## config.mk

```make
export PLATFORM = sky130hd
export DESIGN_NAME = multicycle_fsm_flat
export DESIGN_NICKNAME = d
export VERILOG_FILES = /design/src/rtl/multicycle_fsm_if.sv /design/src/rtl/multicycle_fsm.sv /design/src/flat_wrapper.sv
export SDC_FILE = /design/constraint.sdc
export NUM_CORES = 1
export LEC_CHECK = 0
export CAP_MARGIN = 5
export CORE_UTILIZATION = 42
export DETAILED_ROUTE_END_ITERATION = 16
export GPL_ROUTABILITY_DRIVEN = 0
export PLACE_DENSITY = 0.83
export SYNTH_ARGS = -nofsm -noshare
export SYNTH_HDL_FRONTEND = slang
export SYNTH_SLANG_ARGS = --single-unit
```

## constraint.sdc

```tcl
create_clock -name clk -period 3.55 [get_ports clk]
set_clock_uncertainty 0.05 [all_clocks]
set_input_delay 1.065 -clock clk [delete_from_list [all_inputs] [get_ports clk]]
set_output_delay 1.065 -clock clk [all_outputs]
set_load 0.03 [all_outputs]
```

## src/rtl/multicycle_fsm_if.sv

```systemverilog
// Control-unit bus of the multicycle ARM-subset processor: decoded instruction
// fields and ALU flags towards the FSM, datapath control strobes and debug state back.
interface multicycle_fsm_if;
    // Timing contract (no valid/ready): the datapath holds Cond/Op/Funct/Rd/Mult
    // stable from the FETCH cycle of an instruction until the next FETCH. ALUFlags
    // is sampled on the rising edge that ends EXECR/EXECI (or the last MULEX cycle).
    // Every output is meaningful on every cycle.
    logic [3:0] Cond;
    logic [1:0] Op;
    logic [5:0] Funct;
    logic [3:0] Rd;
    logic       Mult;
    logic [3:0] ALUFlags;

    logic       IRWrite;
    logic       AdrSrc;
    logic       ALUSrcA;
    logic [1:0] ALUSrcB;
    logic [1:0] ResultSrc;
    logic       PCWrite;
    logic       RegWrite;
    logic       MemWrite;
    logic       ALUOp;
    logic [3:0] State;

    modport master (
        output Cond, Op, Funct, Rd, Mult, ALUFlags,
        input  IRWrite, AdrSrc, ALUSrcA, ALUSrcB, ResultSrc,
        input  PCWrite, RegWrite, MemWrite, ALUOp, State
    );

    modport slave (
        input  Cond, Op, Funct, Rd, Mult, ALUFlags,
        output IRWrite, AdrSrc, ALUSrcA, ALUSrcB, ResultSrc,
        output PCWrite, RegWrite, MemWrite, ALUOp, State
    );
endinterface

```

## src/rtl/multicycle_fsm.sv

```systemverilog
// Multicycle ARM-subset main controller with conditional execution and NZCV flags.
// Define MULTICYCLE_FSM_MUL_EN to add the 3-cycle MULEX state for multiply encodings.
module multicycle_fsm (
    input  logic            clk,
    input  logic            reset,
    multicycle_fsm_if.slave bus
);

    typedef enum logic [3:0] {
        FETCH  = 4'd0,
        DECODE = 4'd1,
        MEMADR = 4'd2,
        MEMRD  = 4'd3,
        MEMWB  = 4'd4,
        MEMWR  = 4'd5,
        EXECR  = 4'd6,
        EXECI  = 4'd7,
        ALUWB  = 4'd8,
        BRANCH = 4'd9
`ifdef MULTICYCLE_FSM_MUL_EN
        , MULEX = 4'd10
`endif
    } state_t;

    // Ungated per-state controls; the write strobes are qualified by CondEx at the output.
    typedef struct packed {
        logic       ir_write;
        logic       adr_src;
        logic       alu_src_a;
        logic [1:0] alu_src_b;
        logic [1:0] result_src;
        logic       alu_op;
        logic       pc_fetch;
        logic       pc_branch;
        logic       reg_wb;
        logic       mem_wr;
    } ctrl_t;

    function automatic ctrl_t ctrl_for(input state_t s);
        ctrl_t c;
        c = '0;
        case (s)
            FETCH: begin
                c.ir_write   = 1'b1;
                c.alu_src_a  = 1'b1;
                c.alu_src_b  = 2'b10;
                c.result_src = 2'b10;
                c.pc_fetch   = 1'b1;
            end
            DECODE: begin
                c.alu_src_a  = 1'b1;
                c.alu_src_b  = 2'b10;
                c.result_src = 2'b10;
            end
            MEMADR: c.alu_src_b = 2'b01;
            MEMRD:  c.adr_src   = 1'b1;
            MEMWB: begin
                c.result_src = 2'b01;
                c.reg_wb     = 1'b1;
            end
            MEMWR: begin
                c.adr_src = 1'b1;
                c.mem_wr  = 1'b1;
            end
            EXECR:  c.alu_op = 1'b1;
            EXECI: begin
                c.alu_src_b = 2'b01;
                c.alu_op    = 1'b1;
            end
            ALUWB:  c.reg_wb = 1'b1;
            BRANCH: begin
                c.alu_src_b  = 2'b01;
                c.result_src = 2'b10;
                c.pc_branch  = 1'b1;
            end
`ifdef MULTICYCLE_FSM_MUL_EN
            MULEX:  c.alu_op = 1'b1;
`endif
            default: c = '0;
        endcase
        return c;
    endfunction

    function automatic logic cond_check(input logic [3:0] cond, input logic [3:0] nzcv);
        logic n, z, c, v;
        logic r;
        {n, z, c, v} = nzcv;
        case (cond)
            4'b0000: r = z;
            4'b0001: r = ~z;
            4'b0010: r = c;
            4'b0011: r = ~c;
            4'b0100: r = n;
            4'b0101: r = ~n;
            4'b0110: r = v;
            4'b0111: r = ~v;
            4'b1000: r = c & ~z;
            4'b1001: r = ~c | z;
            4'b1010: r = (n == v);
            4'b1011: r = (n != v);
            4'b1100: r = ~z & (n == v);
            4'b1101: r = z | (n != v);
            default: r = 1'b1;
        endcase
        return r;
    endfunction

    state_t     state_q, state_d;
    logic [3:0] flags_q, flags_d;
    ctrl_t      ctrl_q, ctrl_d;
    logic       cond_ex;
    logic       rd_is_pc;

`ifdef MULTICYCLE_FSM_MUL_EN
    logic [1:0] mul_cnt_q, mul_cnt_d;
    logic       is_mul;
    assign is_mul = (bus.Funct[4:1] == 4'b0000) && bus.Mult;
`else
    // Multiply encodings simply execute as EXECR here.
    logic unused_mul;
    assign unused_mul = ^{bus.Mult, bus.Funct[4:1]};
`endif

    always_comb begin
        cond_ex = cond_check(bus.Cond, flags_q);
    end

    always_comb begin
        state_d = state_q;
        flags_d = flags_q;
`ifdef MULTICYCLE_FSM_MUL_EN
        mul_cnt_d = mul_cnt_q;
`endif
        case (state_q)
            FETCH:  state_d = DECODE;
            DECODE: begin
                case (bus.Op)
                    2'b01: state_d = MEMADR;
                    2'b10: state_d = BRANCH;
                    2'b00: begin
                        if (bus.Funct[5]) begin
                            state_d = EXECI;
`ifdef MULTICYCLE_FSM_MUL_EN
                        end else if (is_mul) begin
                            state_d   = MULEX;
                            mul_cnt_d = 2'd0;
`endif
                        end else begin
                            state_d = EXECR;
                        end
                    end
                    default: state_d = FETCH;
                endcase
            end
            MEMADR: state_d = bus.Funct[0] ? MEMRD : MEMWR;
            MEMRD:  state_d = MEMWB;
            EXECR, EXECI: begin
                state_d = ALUWB;
                if (bus.Funct[0] && cond_ex) flags_d = bus.ALUFlags;
            end
`ifdef MULTICYCLE_FSM_MUL_EN
            MULEX: begin
                if (mul_cnt_q == 2'd2) begin
                    state_d   = ALUWB;
                    mul_cnt_d = 2'd0;
                    if (bus.Funct[0] && cond_ex) flags_d = bus.ALUFlags;
                end else begin
                    mul_cnt_d = mul_cnt_q + 2'd1;
                end
            end
`endif
            default: state_d = FETCH;
        endcase
        ctrl_d = ctrl_for(state_d);
    end

    always_ff @(posedge clk or posedge reset) begin
        if (reset) begin
            state_q <= FETCH;
            flags_q <= 4'b0000;
            ctrl_q  <= ctrl_for(FETCH);
`ifdef MULTICYCLE_FSM_MUL_EN
            mul_cnt_q <= 2'd0;
`endif
        end else begin
            state_q <= state_d;
            flags_q <= flags_d;
            ctrl_q  <= ctrl_d;
`ifdef MULTICYCLE_FSM_MUL_EN
            mul_cnt_q <= mul_cnt_d;
`endif
        end
    end

    // A write-back to R15 becomes a (conditional) PC write instead of a register write.
    assign rd_is_pc = (bus.Rd == 4'hF);

    assign bus.IRWrite   = ctrl_q.ir_write;
    assign bus.AdrSrc    = ctrl_q.adr_src;
    assign bus.ALUSrcA   = ctrl_q.alu_src_a;
    assign bus.ALUSrcB   = ctrl_q.alu_src_b;
    assign bus.ResultSrc = ctrl_q.result_src;
    assign bus.ALUOp     = ctrl_q.alu_op;
    assign bus.PCWrite   = ctrl_q.pc_fetch
                         | (cond_ex & (ctrl_q.pc_branch | (ctrl_q.reg_wb & rd_is_pc)));
    assign bus.RegWrite  = cond_ex & ctrl_q.reg_wb & ~rd_is_pc;
    assign bus.MemWrite  = cond_ex & ctrl_q.mem_wr;
    assign bus.State     = state_q;

endmodule

```

## src/flat_wrapper.sv

```systemverilog
// flat-port wrapper written by rule: the top's interface ports become plain ports
module multicycle_fsm_flat 
  (clk, reset, bus_Cond, bus_Op, bus_Funct, bus_Rd, bus_Mult, bus_ALUFlags, bus_IRWrite, bus_AdrSrc, bus_ALUSrcA, bus_ALUSrcB, bus_ResultSrc, bus_PCWrite, bus_RegWrite, bus_MemWrite, bus_ALUOp, bus_State);
  multicycle_fsm_if bus_i ();
  input  logic clk;
  input  logic reset;
  input wire logic [$bits(bus_i.Cond)-1:0] bus_Cond;
  input wire logic [$bits(bus_i.Op)-1:0] bus_Op;
  input wire logic [$bits(bus_i.Funct)-1:0] bus_Funct;
  input wire logic [$bits(bus_i.Rd)-1:0] bus_Rd;
  input wire logic [$bits(bus_i.Mult)-1:0] bus_Mult;
  input wire logic [$bits(bus_i.ALUFlags)-1:0] bus_ALUFlags;
  output wire logic [$bits(bus_i.IRWrite)-1:0] bus_IRWrite;
  output wire logic [$bits(bus_i.AdrSrc)-1:0] bus_AdrSrc;
  output wire logic [$bits(bus_i.ALUSrcA)-1:0] bus_ALUSrcA;
  output wire logic [$bits(bus_i.ALUSrcB)-1:0] bus_ALUSrcB;
  output wire logic [$bits(bus_i.ResultSrc)-1:0] bus_ResultSrc;
  output wire logic [$bits(bus_i.PCWrite)-1:0] bus_PCWrite;
  output wire logic [$bits(bus_i.RegWrite)-1:0] bus_RegWrite;
  output wire logic [$bits(bus_i.MemWrite)-1:0] bus_MemWrite;
  output wire logic [$bits(bus_i.ALUOp)-1:0] bus_ALUOp;
  output wire logic [$bits(bus_i.State)-1:0] bus_State;
  assign bus_i.Cond = bus_Cond;
  assign bus_i.Op = bus_Op;
  assign bus_i.Funct = bus_Funct;
  assign bus_i.Rd = bus_Rd;
  assign bus_i.Mult = bus_Mult;
  assign bus_i.ALUFlags = bus_ALUFlags;
  assign bus_IRWrite = bus_i.IRWrite;
  assign bus_AdrSrc = bus_i.AdrSrc;
  assign bus_ALUSrcA = bus_i.ALUSrcA;
  assign bus_ALUSrcB = bus_i.ALUSrcB;
  assign bus_ResultSrc = bus_i.ResultSrc;
  assign bus_PCWrite = bus_i.PCWrite;
  assign bus_RegWrite = bus_i.RegWrite;
  assign bus_MemWrite = bus_i.MemWrite;
  assign bus_ALUOp = bus_i.ALUOp;
  assign bus_State = bus_i.State;
  multicycle_fsm u_core (.clk(clk), .reset(reset), .bus(bus_i));
endmodule
```

==> out/metrics.csv, run 1 <==
stage,metric,value,unit
timing,finalCritPeriodShare,98.8,%
run,cap_violations,0,
global_route,antenna_found_initial,0,
place,hpwl,1590,µm
timing,slew_viol_final,0,
die,coreArea,2040,µm²
layout,finalNetCount,163,
place,dp_cells,157,
clock_tree,cts_tree,built,
die,die_h,49.6,µm
global_route,grt_pass1_wl,3790,µm
timing,max_slew.worst_pin.slew,0.647,ns
yosys,syn_nets,120,
worst_setup_path,ff2ff_path_depth,9,
yosys,synth_mux_area_share,5.79,%
global_route,grt_pass1_vias,885,
yosys,synth-main-ff-cell,dfrtp_1,
global_route,grt_usage,20.9,%
timing,max_freq,285,MHz
worst_hold_path,holdPathStages,1,
layout,synthToLayoutAreaGrowth,53.2,%
global_route,grt_max_degree,19,
yosys,synthCells,97,
yosys,syn_avg_cell_area,9.80,µm²
layout,diodes,0,
clock_tree,cts_root_buffer,clkbuf_4,
clock_tree,clk_latency,0.30,ns
place,io_buffers,32,
clock_tree,cts_hold_buf,0,
clock_tree,cts_buffers,3,
yosys,ys_types,36,
die,die_width,49.6,µm
clock_tree,htreeDepth,1,
layout,layout-drive-gt1-share,30.2,%
yosys,synth_xor_area_share,2.76,%
die,rows,16,
yosys,synthAdderAreaFrac,0,%
run_status,status,"complete, no violations",
drt,drc,0,
clock_tree,clkTransAtPathRegs,0.10,ns
power,p_per_area,738,nW/µm²
yosys,synth-seq-area-share,47.8,%
yosys,synth-edff-count,0,
power,p_leak,0.650,nW
worst_hold_path,hp-class,reg -> reg,
yosys,ys_warn_count,0,
drt,routed_wl,2320,µm
timing,slew_headroom,56.8,%
die,die_area,2460,µm²
drt,ant_nets,0,
timing,hold_ws,0.557,ns
worst_setup_path,startpoint_type,primary input,
power,vdd_drop_max,0.513,mV
yosys,synth_compound_area_share,14.3,%
timing,period_needed,3.51,ns
worst_setup_path,critical_path_class,in -> out,
yosys,synth_async_sr_flop_share,100,%
drt,first_pass_iters,3,
clock_tree,cts.path.max_buffers,2,
worst_setup_path,endpoint_kind,primary output,
clock_tree,cts.sinks,18,
drt,drt-initial-drc-count,12,
worst_setup_path,required,2.43,ns
drt,post_drt_wl_per_cell,14.0,µm
die,io_pins,38,
drt,vias,873,
yosys,synth_top_family_by_area,simple AND/OR/NAND/NOR gates,
die,start_util,46.6,%
yosys,ys_ff_latch,18,
layout,layoutNonFillerInstCount,166,
timing,hold_viol,0,
yosys,syn_area,951,µm²
worst_setup_path,cp_max_fo,3,
timing,setup_viol,0,
global_route,overflow,0,
worst_setup_path,crit_arrival,2.39,ns
yosys,synth-simple-area-share,21.7,%
drt,post_drt_via_cell_ratio,5.26,
-- power breakdown --
part	internal, mW	switching, mW
registers	0.295	0.0948
clock network	0.0438	0.0634
logic	0.268	0.310
-- cells by family after synthesis --
group | count (synthesis)
muxes | 5
buffers and inverters | 13
AOI/OAI and AO/OA | 20
DFF | 18
xor gates and xnor gates | 3
and+or+nand+nor | 38
-- critical path: stages --
cell and delay, ns:
buf_2 0.12, nand2_2 0.06, or4_4 0.49, a31oi_4 0.20, nor3_4 0.08, nor3b_2 0.19, buf_4 0.18
-- state kept, by name (all words and copies together) (netlist names) --
| signal | cells |
|---|---|
| u_core.flags_q | 4 |
| u_core.bus.ALUOp | 1 |
| u_core.bus.ALUSrcB | 1 |
| u_core.bus.ALUSrcA | 1 |
| u_core.bus.State | 4 |
| u_core.bus.AdrSrc | 1 |
| u_core.bus.ResultSrc | 2 |
| u_core.ctrl_q | 4 |
-- timing repair --
item | CTS | global route
setup endpoints to repair | 3 | 3
cloned | 0 | 0
resized for setup | 24 | 7
pin swaps | 7 | 7
buffers inserted | 3 | 2
-- layer usage --
layer	part of all wire, %	track usage [%]	wire, µm
met1	40	23.4	922
met2	54	36.7	1250
met3	3.6	4.01	84
met4	2.5	11.4	58
met5	0	0	0
-- metrics by stage --
stage	util (%)	power, mW	instance area [µm²]	setup slack (ns)	setup TNS, ns
6_report	71.3	1.07	1460	0.0440	0
5_1_grt	71.3	1.14	1460	-0.0151	-0.0151
4_1_cts	69.8	1.06	1430	0.0165	0
3_5_place_dp	64.6	0.907	1320	-0.469	-1.38
3_3_place_gp	64.6	0.891	1320	-0.408	-1.21
2_1_floorplan	-	0.725	960	-0.127	-0.242
-- placed cells by master (no fill, tap or decap), types with 3 or more instances in the layout --
cell type        instances
dfstp_2                  3
nor2b_1                  4
clkdlybuf4s50_1         25
mux2_1                   4
inv_1                    5
nand2_1                  3
buf_4                   13
nor2_1                  12
a21oi_1                  6
buf_2                    3
dfrtp_1                 15
clkbuf_4                 3
buf_6                    4
-- synthesized netlist by cell type, types with 2 or more instances --
cell type   n  area share (%)
nor3b_1     4             3.2
nor2b_1     4             2.6
mux2_1      4             4.7
dfstp_2     3             8.3
nor2_1     12             4.7
clkbuf_1    2            0.79
or4_1       2             1.6
a31oi_1     2             1.3
nand2_1     3             1.2
o32ai_1     3             2.8
buf_4       4             3.2
nand2b_1    2             1.3
o21ai_0     2             1.1
inv_1       5             2.0
xnor2_1     2             1.8
dfrtp_1    15              39
nor3_1      3             1.6
a21oi_1     7             3.7
-- final cells by class --
class	count	area, µm²
fill	163	586
multi-input combinational	66	510
sequential	18	454
timing repair buffer	46	413
tap	27	33.8
clock buffer	4	26.3
inverter	5	18.8
-- path summary, 6_finish.rpt --
| check | from | endpoint | slack (ns) |
|---|---|---|---|
| max in group asynchronous | reset | u_core.flags_q[3] | 1.89 |
| hold / removal | u_core.bus.State[3] | u_core.bus.State[3] | 0.56 |
| setup reg to reg | u_core.flags_q[3] | u_core.flags_q[1] | 1.09 |
| min in group asynchronous | reset | u_core.bus.State[3] | 1.15 |
| setup / recovery | bus_Cond[3] | bus_RegWrite | 0.04 |
| hold reg to reg | u_core.bus.State[3] | u_core.bus.State[3] | 0.56 |
(Power assumes the default switching activity.)
==> inputs of run 2 (changes only) <==
- ABC_CLOCK_PERIOD_IN_PS: unset -> 3550
- GPL_TIMING_DRIVEN: unset -> 0
- MAX_ROUTING_LAYER: unset -> met4
==> run 2 against run 1 <==
Effect of this change: global-route usage decreased by 2.6 points; total power increased by 0.46%; wire length decreased by 9.0%; sequential power decreased by 7.2%; design area unchanged.
==> out/metrics.csv, run 2 (synthesized netlist as in run 1, its figures left out) <==
stage,metric,value,unit,change
run_status,status,"complete, no violations",,unchanged
timing,slew_headroom,56.7,%,was 56.8%
power,p_leak,0.650,nW,about the same
die,die_width,49.6,µm,unchanged
layout,layoutNonFillerInstCount,163,,was 166
drt,vias,838,,was 873
die,io_pins,38,,unchanged
drt,drc,0,,unchanged
die,start_util,46.6,%,unchanged
layout,mostFrequentLayoutCell,clkdlybuf4s50_1,,unchanged
die,rows,16,,unchanged
place,io_buffers,30,,was 32
worst_setup_path,crit_end,bus_RegWrite,,unchanged
worst_setup_path,r2r_start,u_core.flags_q[3],,unchanged
global_route,overflow,0,,unchanged
global_route,antenna_found_initial,0,,unchanged
place,dpl_cell_area,1290,µm²,was 1320 µm²
clock_tree,cts.path.max_buffers,2,,unchanged
worst_setup_path,endpoint_kind,primary output,,unchanged
global_route,grt_pass1_wl,3370,µm,was 3790 µm
place,hpwl,1480,µm,was 1590 µm
worst_setup_path,cpPeakStageDelay,0.55,ns,was 0.49 ns
timing,finalCritPeriodShare,99.1,%,was 98.8%
worst_setup_path,reg2reg_to,u_core.flags_q[0],,was u_core.flags_q[1]
die,coreArea,2040,µm²,unchanged
timing,max_slew.worst_pin.slew,0.648,ns,was 0.647 ns
layout,synthToLayoutAreaGrowth,53.2,%,unchanged
power,switching_share,41.9,%,was 43.5%
global_route,grt_usage,18.3,%,was 20.9%
drt,routed_wl,2110,µm,was 2320 µm
drt,post_drt_wl_per_cell,12.9,µm,was 14.0 µm
clock_tree,htreeDepth,1,,unchanged
place,dp_cells,154,,was 157
clock_tree,cts_tree,built,,unchanged
timing,max_freq,284,MHz,was 285 MHz
global_route,grt_pass1_vias,850,,was 885
worst_setup_path,crit_arrival,2.40,ns,was 2.39 ns
worst_setup_path,ff2ff_setup_slack,1.28,ns,was 1.09 ns
die,die_h,49.6,µm,unchanged
place,place_ws,-1.13,ns,was -0.469 ns
worst_setup_path,critical_path_class,in -> out,,unchanged
clock_tree,cts_root_buffer,clkbuf_4,,unchanged
drt,first_pass_iters,4,,was 3
timing,period_needed,3.52,ns,was 3.51 ns
power,p_comb_share,55.5,%,was 53.8%
layout,finalNetCount,160,,was 163
timing,slew_viol_final,0,,unchanged
timing,hold_viol,0,,unchanged
worst_setup_path,path_cells,buf_12 -> or4_4 -> a31oi_4 -> nor3_4 -> nor3b_2 -> buf_4,,was buf_2 -> nand2_2 -> or4_4 -> a31oi_4 -> nor3_4 -> nor3b_2 -> buf_4
power,p_per_area,741,nW/µm²,was 738 nW/µm²
clock_tree,cts.sinks,18,,unchanged
power,clkPwrFrac,11.1,%,was 10.0%
power,p_seq_share,33.5,%,was 36.2%
clock_tree,cts_buffers,3,,unchanged
layout,fillers,163,,unchanged
drt,ant_nets,0,,unchanged
worst_setup_path,startpoint,bus_Cond[0],,was bus_Cond[3]
power,vdd_drop_max,0.466,mV,was 0.513 mV
worst_setup_path,ff2ff_path_depth,7,,was 9
timing,setup_viol,0,,unchanged
layout,stdcell_area,1460,µm²,unchanged
layout,final_cell_mix,"clkdlybuf4s50_1, dfrtp_1, nor2_1, buf_4, a21oi_1",,"was clkdlybuf4s50_1, dfrtp_1, buf_4, nor2_1, a21oi_1"
timing,setup_slack,0.0327,ns,was 0.0440 ns
power,intPower,0.628,mW,was 0.607 mW
power,p_sw,0.452,mW,was 0.468 mW
worst_hold_path,hp-class,reg -> reg,,unchanged
worst_setup_path,required,2.43,ns,about the same
drt,post_drt_via_cell_ratio,5.14,,was 5.26
layout,diodes,0,,unchanged
die,die_area,2460,µm²,unchanged
worst_setup_path,crit_path_top_delay_cell,or4_4,,unchanged
timing,hold_ws,0.533,ns,was 0.557 ns
drt,drt-initial-drc-count,6,,was 12
worst_setup_path,startpoint_type,primary input,,unchanged
layout,layout-drive-gt1-share,25.7,%,was 30.2%
worst_setup_path,cp_max_fo,5,,was 3
global_route,grt_max_degree,19,,unchanged
run,cap_violations,0,,unchanged
clock_tree,clkTransAtPathRegs,0.10,ns,about the same
clock_tree,clk_latency,0.28,ns,was 0.30 ns
==> run 2: area by class of cell <==
class / count / area, µm² / area share, %
sequential: 18 / 454 / 31.2
buffer: 8 / 77.6 / 5.33
tap: 27 / 33.8 / 2.32
multi-input combinational: 66 / 490 / 33.7
inverter: 5 / 18.8 / 1.29
clock buffer: 4 / 36.3 / 2.49
timing repair buffer: 35 / 345 / 23.7
==> run 2: metal layers <==
layer / up-vias / wire [µm] / GRT usage (%)
met4: 0 / 58 / 8.57
met5: - / 0 / -
met3: 6 / 68 / 2.16
li1: 417 / - / -
met2: 19 / 1150 / 32.7
met1: 396 / 836 / 20.0
==> run 2: how the worst min path moves through the flow <==
stage,slack (ns),depth (start not counted),to,start
3_5_place_dp,0.50,1,u_core.flags_q[1],u_core.flags_q[1]
5_1_grt,0.57,1,u_core.flags_q[1],u_core.flags_q[1]
6_report,0.53,1,u_core.flags_q[2],u_core.flags_q[2]
3_3_place_gp,0.48,1,u_core.flags_q[1],u_core.flags_q[1]
2_1_floorplan,0.46,1,u_core.flags_q[1],u_core.flags_q[1]
4_1_cts,0.52,1,u_core.flags_q[1],u_core.flags_q[1]
==> run 2: power groups by stage <==
stage	Combinational, mW	Sequential, mW	Clock (mW)
final	0.599	0.361	0.119
after CTS	0.586	0.359	0.124
after floorplan	0.299	0.426	0
after global routing	0.644	0.374	0.133
after detailed placement	0.561	0.361	0
after global placement	0.549	0.359	0
==> run 2: critical path, delay by kind of cell <==
| kind | cells | cell delay (ns) |
|---|---|---|
| buffers and inverters | 2 | 0.28 |
| and+or+nand+nor | 3 | 0.82 |
| AOI/OAI and AO/OA | 1 | 0.23 |
==> run 2: timing repair <==
item                                    CTS  global route
setup buffers                             2             2
pin swaps                                 6             5
hold endpoints to repair                  0             0
hold buffers                              0             0
cloned                                    0             1
resized for setup                        35            10
endpoints found under the setup margin    3             3
==> run 2: stage by stage <==
| stage | power, mW | TNS, ns | utilization, % |
|---|---|---|---|
| finish | 1.08 | 0 | 71.3 |
| global route | 1.15 | -0.0163 | 71.3 |
| CTS | 1.07 | 0 | 67.7 |
| detailed placement | 0.922 | -3.29 | 63.4 |
| global placement | 0.909 | -3.08 | 63.4 |
| floorplan | 0.725 | -0.242 | - |
